File: src/rtl/pipe_pkg.sv
// Shared constants and helpers for the MIPS pipeline boundary registers.
package pipe_pkg;

    localparam int          TNEW_W_DEF   = 3;
    localparam int          GPR_AW       = 5;
    localparam logic [31:0] RESET_PC_DEF = 32'h0000_3000;
    localparam logic [31:0] NOP_INSTR    = 32'h0000_0000;

    // T_new counts down one stage per boundary; a producer writing $0 never blocks anyone.
    function automatic logic [31:0] tnew_next(input logic [31:0] tnew,
                                              input logic [GPR_AW-1:0] wa);
        if (tnew == 32'd0 || wa == '0)
            return 32'd0;
        else
            return tnew - 32'd1;
    endfunction

endpackage

File: src/rtl/pipe_stage_reg_sat_counter.sv
// Saturating up-counter used for pipeline stall/bubble statistics.
module sat_counter #(
    parameter int CNT_W = 16
) (
    input  logic             clk,
    input  logic             clear,
    input  logic             inc,
    output logic [CNT_W-1:0] count
);

    always_ff @(posedge clk) begin
        if (clear)
            count <= '0;
        else if (inc && count != {CNT_W{1'b1}})
            count <= count + 1'b1;
    end

endmodule

File: src/rtl/pipe_stage_reg.sv
// Generic inter-stage pipeline register with stall, bubble insertion and perf counters.
module pipe_stage_reg
    import pipe_pkg::*;
#(
    parameter int          DATA_W           = 32,
    parameter int          NUM_DATA         = 2,
    parameter int          TNEW_W           = TNEW_W_DEF,
    parameter logic [31:0] RESET_PC         = RESET_PC_DEF,
    parameter bit          KEEP_PC_ON_FLUSH = 1'b1,
    parameter int          CNT_W            = 16
) (
    input  logic                       clk,
    input  logic                       reset,
    input  logic                       en,
    input  logic                       flush,
    input  logic [31:0]                in_pc,
    input  logic [31:0]                in_instr,
    input  logic [NUM_DATA*DATA_W-1:0] in_data,
    input  logic [GPR_AW-1:0]          in_wa,
    input  logic [TNEW_W-1:0]          in_tnew,
    input  logic                       in_valid,
    output logic [31:0]                out_pc,
    output logic [31:0]                out_instr,
    output logic [NUM_DATA*DATA_W-1:0] out_data,
    output logic [GPR_AW-1:0]          out_wa,
    output logic [TNEW_W-1:0]          out_tnew,
    output logic                       out_valid,
    output logic [CNT_W-1:0]           stall_cnt,
    output logic [CNT_W-1:0]           bubble_cnt
);

    logic stall_inc;
    logic bubble_inc;

    assign stall_inc  = !flush && !en;
    assign bubble_inc = flush;

    // A bubble keeps its PC so exception handling can still attribute the slot.
    always_ff @(posedge clk) begin
        if (reset) begin
            out_pc    <= RESET_PC;
            out_instr <= NOP_INSTR;
            out_data  <= '0;
            out_wa    <= '0;
            out_tnew  <= '0;
            out_valid <= 1'b0;
        end else if (flush) begin
            out_pc    <= KEEP_PC_ON_FLUSH ? in_pc : RESET_PC;
            out_instr <= NOP_INSTR;
            out_data  <= '0;
            out_wa    <= '0;
            out_tnew  <= '0;
            out_valid <= 1'b0;
        end else if (en) begin
            out_pc    <= in_pc;
            out_instr <= in_instr;
            out_data  <= in_data;
            out_wa    <= in_wa;
            out_tnew  <= TNEW_W'(tnew_next(32'(in_tnew), in_wa));
            out_valid <= in_valid;
        end
    end

    sat_counter #(.CNT_W(CNT_W)) u_stall_cnt (
        .clk   (clk),
        .clear (reset),
        .inc   (stall_inc),
        .count (stall_cnt)
    );

    sat_counter #(.CNT_W(CNT_W)) u_bubble_cnt (
        .clk   (clk),
        .clear (reset),
        .inc   (bubble_inc),
        .count (bubble_cnt)
    );

endmodule

File: config.mk
export PLATFORM = sky130hd
export DESIGN_NAME = pipe_stage_reg
export DESIGN_NICKNAME = d
export VERILOG_FILES = /design/src/rtl/pipe_pkg.sv /design/src/rtl/pipe_stage_reg_sat_counter.sv /design/src/rtl/pipe_stage_reg.sv
export SDC_FILE = /design/constraint.sdc
export NUM_CORES = 1
export LEC_CHECK = 0
export BUFFER_PORTS_ARGS = -buffer_cell sky130_fd_sc_hd__buf_2
export CORE_AREA = 2 2 120 122
export DETAILED_ROUTE_END_ITERATION = 10
export DIE_AREA = 0 0 122 124
export PLACE_DENSITY = 0.83
export SYNTH_ARGS = -nofsm -noshare
export SYNTH_HDL_FRONTEND = slang
export SYNTH_SLANG_ARGS = --single-unit
File: constraint.sdc
create_clock -name clk -period 2.7 [get_ports clk]
set_input_delay 0.135 -clock clk [delete_from_list [all_inputs] [get_ports clk]]
set_output_delay 0.135 -clock clk [all_outputs]
set_load 0.03 [all_outputs]
### Yosys cells after proc, flatten, opt, wreduce, memory -nomap -nowiden

Cells that the tools add are included.

| storage, ports and cells | value |
|---|---|
| bits in registers | 169 |
| input port bits | 141 |
| word-level logic and storage cells | 26 |

| operators by class | value |
|---|---|
| add/sub/neg operators | 3 |
| equal/unequal tests | 2 |
| muxes and demuxes | 3 |
| reduce and logical (&&, ||, !) cells | 10 |

Operator list:

| cell | count |
|---|---|
| 2-to-1 mux 32 bit | 2 |
| adder 16 x 1 -> 16 bit, second input constant | 2 |
| != test 16 bit, second input constant | 2 |
| logical NOT 5 bit | 1 |
| logical AND 1 bit | 3 |
| logical NOT 3 bit | 1 |
| 2-to-1 mux 3 bit | 1 |
| subtractor 3 x 1 -> 3 bit, second input constant | 1 |
| logical NOT 1 bit | 2 |
| nonzero test 2 bit | 1 |
| OR reduction 2 bit | 1 |
| logical OR 1 bit | 1 |

### Logic depth before layout (Yosys ltp)

Gate-level depths: netlist of run 1.

| logic depth | value |
|---|---|
| depth in word-level cells | 3 |
| gate-level depth with buffers | 6 |
| mapped depth without buffers | 6 |

### Cells and area by module

A second synthesis of run 1 with hierarchy kept.

| second synthesis, totals | value |
|---|---|
| cell total of the unflattened synthesis | 688 |
| area, all modules | 6,616.3 µm² |

Modules (own cells, without submodules):

| module | instances | cells each | area an instance (µm²) |
|---|---|---|---|
| pipe_stage_reg | 1 | 490 | 4,919.7 |
| sat_counter | 2 | 99 | 848.3 |

### Worst setup path before layout of run 1

Ideal clock, no wire load.

| timing path | value |
|---|---|
| path kind | register to register |
| from | register u_bubble_cnt.count[0] |
| to | register u_bubble_cnt.count[1] |
| library setup time | 0.128 ns |
| arrival | 1.926 ns |
| required time | 2.572 ns |
| path slack | 0.647 ns |
| stages on the path, launching flop included | 7 |
| path buffers | 1 |
| clock period less this slack | 2.053 ns |
| cells stage by stage | dfxtp_1 > ha_1 > nand4_1 > o41ai_2 > buf_4 > mux2i_1 > nor2_1 |

| on the way | value |
|---|---|
| longest elaborated chain between the ends | 2 |

Ends and longest elaborated chain:

| what | line | source |
|---|---|---|
| from (decl) | pipe_stage_reg_sat_counter.sv:8 | `output logic [CNT_W-1:0] count` |
| from (signal assigned) | pipe_stage_reg_sat_counter.sv:15 | `count <= count + 1'b1;` |
| branches (longest 2 deep; another with adder 16 x 1 -> 16 bit) | n/a |  |

Several ways; the timed one is not identified.
A chain may end at the register's enable or synchronous reset.

### Final worst setup path of run 1

Same ends and word-level chain as after synthesis.

==> results.cfg, run 1 <==
[global_route]
grt_max_degree = 77
overflow = 0
grt_first_pass_wirelength_um = 34300
antenna_found_initial = 1
grt_pass1_vias = 6740
grt_usage_pct = 29.2

[detailed_routing]
top_layer = met4
drcViolationCount = 0
met1Wirelength_um = 8670
vias = 6906
wl_met2_um = 11500
first_pass_iters = 5
antenna_left = 0
wire_per_inst_um = 18.0
drt_wl_total_um = 23400
routed-wl-met3_um = 1820
drtIter0Drc = 365
viasPerCell = 5.31

[timing]
worst_hold_slack_ps = 33.2
tns_ps = 0
slew_violations = 0
rsz0062_at_grt = false
fin_crit_ps = 2130
skew_ps = 6.92
max_slew_margin_pct = 48.2
worst_pin_slew_ps = 770
hold_viol_final = 0
setup_viol = 0
fmax_mhz = 470
finalCritPeriodShare_pct = 78.9

[clock_network]
cts-root-buf = clkbuf_16
numCtsBuffers = 17
cts_resized = 0
cts_tree = yes
clockBufferDepth = 2
clk_pin_slew_ps = 60
htreeDepth = 4
cts_sinks = 169
cts_hold_buf = 131
post_cts_buffers = 0
clock_latency_ps = 420

[worst_hold_path]
hold_class = primary input to flip-flop
min_delay_path_depth = 3
whs_endpoint = out_pc[18]
hold_start = in_pc[18]

[yosys]
synthFlopType = dfxtp_1
synth-async-reset-ratio_pct = 0
synth_seq_cells = 169
avgSynthCellArea_um2 = 9.39
ys.warnings.count = 0
ys_top_cells_by_area = dfxtp_1 (53%), mux2i_1 (16%), nor2_1 (6.7%), nand2_1 (4.6%), a21oi_1 (4.1%)
synth_edf_count = 0
synth-simple-area-share_pct = 18.7
synth_top_area_share_pct = 52.7
netlist_area_um2 = 6420
synth_largest_area_cell = dfxtp_1
synth_nets = 828
synth_top_family_by_area = simple AND/OR/NAND/NOR gates
synth_compound_area_share_pct = 7.57
synth_cells = 683
synthTopCellsByCount = dfxtp_1 (169), nor2_1 (115), mux2i_1 (105)
seq_area_frac_synth_pct = 52.7
ys_types = 41
synth_fa_ha_area_share_pct = 0.780
synth-xor-area-share_pct = 0.546
synth_most_common_cell = dfxtp_1
synthMuxAreaShare_pct = 16.7

[floorplan]
die_h_um = 124
io_pins = 310
die_w_um = 122
core_um2 = 13700
die_area_um2 = 15100
initial_core_util_pct = 46.8
fp-row-count = 43

[cells_and_area]
seq_area_um2 = 3380
final_nets = 1252
stdcell_area_um2 = 10000
area_growth_pct = 56.0
multiInputGateArea_um2 = 2850
fillCellCount = 872
layout-drive-gt1-share_pct = 31.8

[setup_path]
cp-start-kind = flip-flop
cp_max_fo = 10
endpoint_kind = flip-flop
rrSetupSlack_ps = 570
crit_slowest_cell = o41ai_2
required_ps = 2990
worstPathCellList = ha_1, nand4_1, o41ai_2, buf_4, mux2i_1, nor2_1
timing.rr.start = u_bubble_cnt.count[0]
rr_endpoint = u_bubble_cnt.count[1]
critPathMaxStageDelay_ps = 650
crit_type = flip-flop to flip-flop
ff2ff_path_depth = 6
critPathArrivalTime_ps = 2420

[placed_design]
hpwl_um = 12500
port_buffers = 309
finalWeightedCongestion = 0.886
dpl_cell_area_um2 = 8110

[power_and_ir_drop]
power.leakage_nw = 4.81
p_per_area_nw_per_um2 = 593
ir_drop_uv = 392
total_power_mw = 5.94

[run]
cap_violations = 0

[status]
outcome = finished clean
## power by group
group / switching, mW / internal [mW] / total (mW)
logic: 0.479 / 0.371 / 0.850
clock network: 1.07 / 1.39 / 2.46
registers: 0.0531 / 2.58 / 2.63
## per-stage QoR
step                      std cells  util (%)  setup WS [ps]
final                          1301      73.0            571
after global routing           1301      73.0            429
after CTS                      1300      72.9            580
after detailed placement       1137      59.1            591
after global placement         1137      59.1            657
after floorplan                 683         -            647
## worst max-delay path, delay by kind of cell (launching register included)
| family | cells | cell delay, ps |
|---|---|---|
| adder cells (fa/ha/maj) | 1 | 250 |
| AND/OR/NAND/NOR | 2 | 230 |
| buffers and inverters | 1 | 270 |
| flip-flops | 1 | 410 |
| multiplexers | 1 | 190 |
| AO/OA/AOI/OAI | 1 | 650 |
## layer usage
layer  global-route usage, %  up-vias
met5                       0        -
met4                    20.5        0
met3                    7.65      118
met2                    50.4      374
met1                    31.3     3219
li1                        -     3195
## cells by family after synthesis
group           count (synthesis)
compound gates                 84
fa+ha+maj                       4
buf+inv                        49
simple gates                  266
mux                           107
flops                         169
xor+xnor                        4
## worst max-delay path by stage
stage	from	slack (ps)	endpoint
after floorplan	u_bubble_cnt.count[0]	650	u_bubble_cnt.count[1]
after global placement	u_bubble_cnt.count[0]	660	u_bubble_cnt.count[1]
after detailed placement	u_bubble_cnt.count[0]	590	u_bubble_cnt.count[1]
after CTS	u_bubble_cnt.count[0]	580	u_bubble_cnt.count[1]
after global routing	u_bubble_cnt.count[0]	430	u_bubble_cnt.count[0]
final	u_bubble_cnt.count[0]	570	u_bubble_cnt.count[1]
## cells in the final DEF, fill, tap and decap left out, types with 3 or more instances in the layout
cell           synthesis  routed
dfxtp_1              169     169
ha_1                   4       4
o31ai_1                8       8
nor2_1               115     114
nand3_1                9       9
nor4_1                 5       5
o22ai_1                3       3
inv_6                  0       5
mux2i_1              105     105
clkbuf_16              0      17
or3_1                 13      13
buf_2                  2     308
o21ai_0               12      12
nor3_1                 5       5
a21oi_1               52      52
or2_2                  4       3
xor2_1                 3       3
nor2b_1                5       5
or4_1                  8       8
nand4_1               11      11
nand2_1               79      79
dlygate4sd3_1          0     131
inv_1                  9       9
clkinvlp_4             0       3
buf_4                  1       3
## flip-flops by register name, indices dropped and copies added (netlist names)
| signal | count |
|---|---|
| u_stall_cnt.count | 16 |
| out_wa | 5 |
| out_instr | 32 |
| u_bubble_cnt.count | 16 |
| out_tnew | 3 |
| out_data | 64 |
| out_pc | 32 |
| out_valid | 1 |
## area by class of cell
| cell class | instances | share of cell area (%) |
|---|---|---|
| clock buffers | 18 | 4.29 |
| well taps | 180 | 2.25 |
| clock inverters | 14 | 1.60 |
| repair buffers | 445 | 29.2 |
| multi-input cells | 465 | 28.5 |
| inverters | 9 | 0.338 |
| flip-flops and latches | 169 | 33.8 |
| diodes | 1 | 0.0250 |
No activity file was read; power rests on OpenSTA's default activity.
==> run 2, diff against run 1 <==
ABC_AREA = 1   (was unset)
CORE_AREA = unset   (was 2 2 120 122)
CORE_MARGIN = 1.5   (was unset)
CORE_UTILIZATION = 46   (was unset)
DIE_AREA = unset   (was 0 0 122 124)
PLACE_DENSITY = 0.82   (was 0.83)
clock period = 2.05 ns   (was 2.7 ns; I/O delays follow)
==> results.cfg, run 2 <==
[status]
outcome = finished clean

[power_and_ir_drop]
switching_power_mw = 2.17
ir_drop_uv = 675
netSwitchingFraction_pct = 27.5
total_power_mw = 7.88
combPwrFrac_pct = 14.4
cell_internal_pwr_mw = 5.72
power.leakage_nw = 4.82
seqPwrFrac_pct = 44.1
p_clk_share_pct = 41.5
p_per_area_nw_per_um2 = 777

[global_route]
grt_max_degree = 112
grt_pass1_vias = 8086
grt_usage_pct = 34.0
overflow = 0
grt_first_pass_wirelength_um = 40000
antenna_found_initial = 0

[cells_and_area]
layout-drive-gt1-share_pct = 27.3
fillCellCount = 909
diodes = 0
area_growth_pct = 54.8
final_common_cell = buf_2
reg.largest.list = out_data x64, out_instr x32, out_pc x32
regMostFlops = out_data
largest_reg_flops = 64
layout_common_cells = buf_2 (308), nand2_1 (282), dfxtp_1 (169)
final_nets = 1471

[setup_path]
timing.rr.start = u_bubble_cnt.count[1]
crit_type = flip-flop to flip-flop
setup.worst_path.start = u_bubble_cnt.count[1]
endpoint_kind = flip-flop
critPathArrivalTime_ps = 1980
cp_max_fo = 16
required_ps = 2360
cp-start-kind = flip-flop

[clock_network]
post_cts_buffers = 0
clk_pin_slew_ps = 60
clock_latency_ps = 420
numCtsBuffers = 17
cts_tree = yes
cts-root-buf = clkbuf_16
htreeDepth = 4
cts_sinks = 169
clockBufferDepth = 2

[timing]
skew_ps = 7.09
fmax_mhz = 596
fin_crit_ps = 1680
finalCritPeriodShare_pct = 81.8
rsz0062_at_grt = false
hold_viol_final = 0
max_slew_margin_pct = 27.4
setup_viol = 0
tns_ps = 0
worst_pin_slew_ps = 1090
slew_violations = 0

[floorplan]
core_um2 = 13900
initial_core_util_pct = 47.2
die_w_um = 122
fp-row-count = 43
io_pins = 310
die_area_um2 = 15000
die_h_um = 122

[yosys]
synthTopCellsByCount = nand2_1 (282), dfxtp_1 (169), nor2_1 (133)
avgSynthCellArea_um2 = 7.27
synth_top_area_share_pct = 51.6
synth_cells = 902
synth_largest_area_cell = dfxtp_1
synth-async-reset-ratio_pct = 0
synth_edf_count = 0
synth_most_common_cell = nand2_1
ys.warnings.count = 0
seq_area_frac_synth_pct = 51.6
ys_types = 23
synthFlopType = dfxtp_1
netlist_area_um2 = 6550
synth_seq_cells = 169
ys_top_cells_by_area = dfxtp_1 (52%), nand2_1 (16%), a21oi_1 (9.9%), nor2_1 (7.6%), o21ai_0 (3.0%)
synth_nets = 1047

[detailed_routing]
first_pass_iters = 6
drt_wl_total_um = 26700
vias = 8307
drcViolationCount = 0
antenna_left = 0
viasPerCell = 5.47
drtIter0Drc = 819
wire_per_inst_um = 17.6

[worst_hold_path]
hold_start = in_tnew[2]
hold_class = primary input to flip-flop

[placed_design]
port_buffers = 309
hpwl_um = 13700
finalWeightedCongestion = 0.895

[run]
cap_violations = 0
run 2: cell count changes after synthesis, sizes merged, moves of 9 or more:
cell   delta
or4       -9
inv      +25
o21ai    +27
a21oi    +78
nand3    +29
nor2     +29
nand2   +203
mux2i   -105
or3      -13
run 2: worst paths after layout:
check                                end  slack, ps  depth (start not counted)
setup / recovery  u_bubble_cnt.count[15]        370                          6
hold / removal               out_tnew[2]         20                          4
hold reg to reg            out_instr[27]        460                          2
setup reg to reg  u_bubble_cnt.count[15]        370                          6
run 2: critical path, cell delays in order (launching register included):
cell and delay, ps:
dfxtp_1 390, ha_1 190, nand3_1 190, nor2_2 190
nand3_2 280, a21oi_1 260, nor2_1 70
run 2: what timing repair did:
item,CTS,global route
gates resized for setup,0,0
hold buffers,136,0
endpoints found under the hold margin,136,0
run 2: final cells by class:
class | count | area, µm² | share of cell area (%)
inverters | 35 | 131 | 1.29
clock buffers | 21 | 450 | 4.44
clock inverters | 11 | 138 | 1.36
well taps | 180 | 225 | 2.22
repair buffers | 453 | 3000 | 29.5
flip-flops and latches | 169 | 3380 | 33.3
multi-input cells | 650 | 2830 | 27.8
run 2: power groups by stage:
stage	clock [mW]	combinational [mW]	sequential, mW
6_report	3.27	1.14	3.48
5_1_grt	3.42	1.20	3.48
4_1_cts	3.25	1.06	3.46
3_5_place_dp	0	0.859	3.53
3_3_place_gp	0	0.848	3.53
2_1_floorplan	0	0.290	3.77
run 2: cells by family after synthesis:
group / synth area share [%]
AO/OA/AOI/OAI: 13.0
buffers and inverters: 5.27
XOR/XNOR: 0.134
AND/OR/NAND/NOR: 29.2
adder cells (fa/ha/maj): 0.764
flip-flops: 51.6
run 2: metrics by stage:
stage	std cells	setup slack [ps]	util, %	cell area [µm²]	hold WS (ps)
final	1519	372	73.1	10100	15.8
after global routing	1519	257	73.1	10100	20.6
after CTS	1519	391	73.1	10100	2.80
after detailed placement	1351	419	59.1	8200	318
after global placement	1351	493	59.1	8200	325
after floorplan	902	371	-	6550	172
run 2: routing by layer:
metal	vias to the layer above	wire (µm)	GRT usage (%)
met4	0	2250	26.5
met5	-	0	0
met1	3765	9400	36.3
li1	3732	-	-
met3	203	2390	10.2
met2	607	12600	56.3
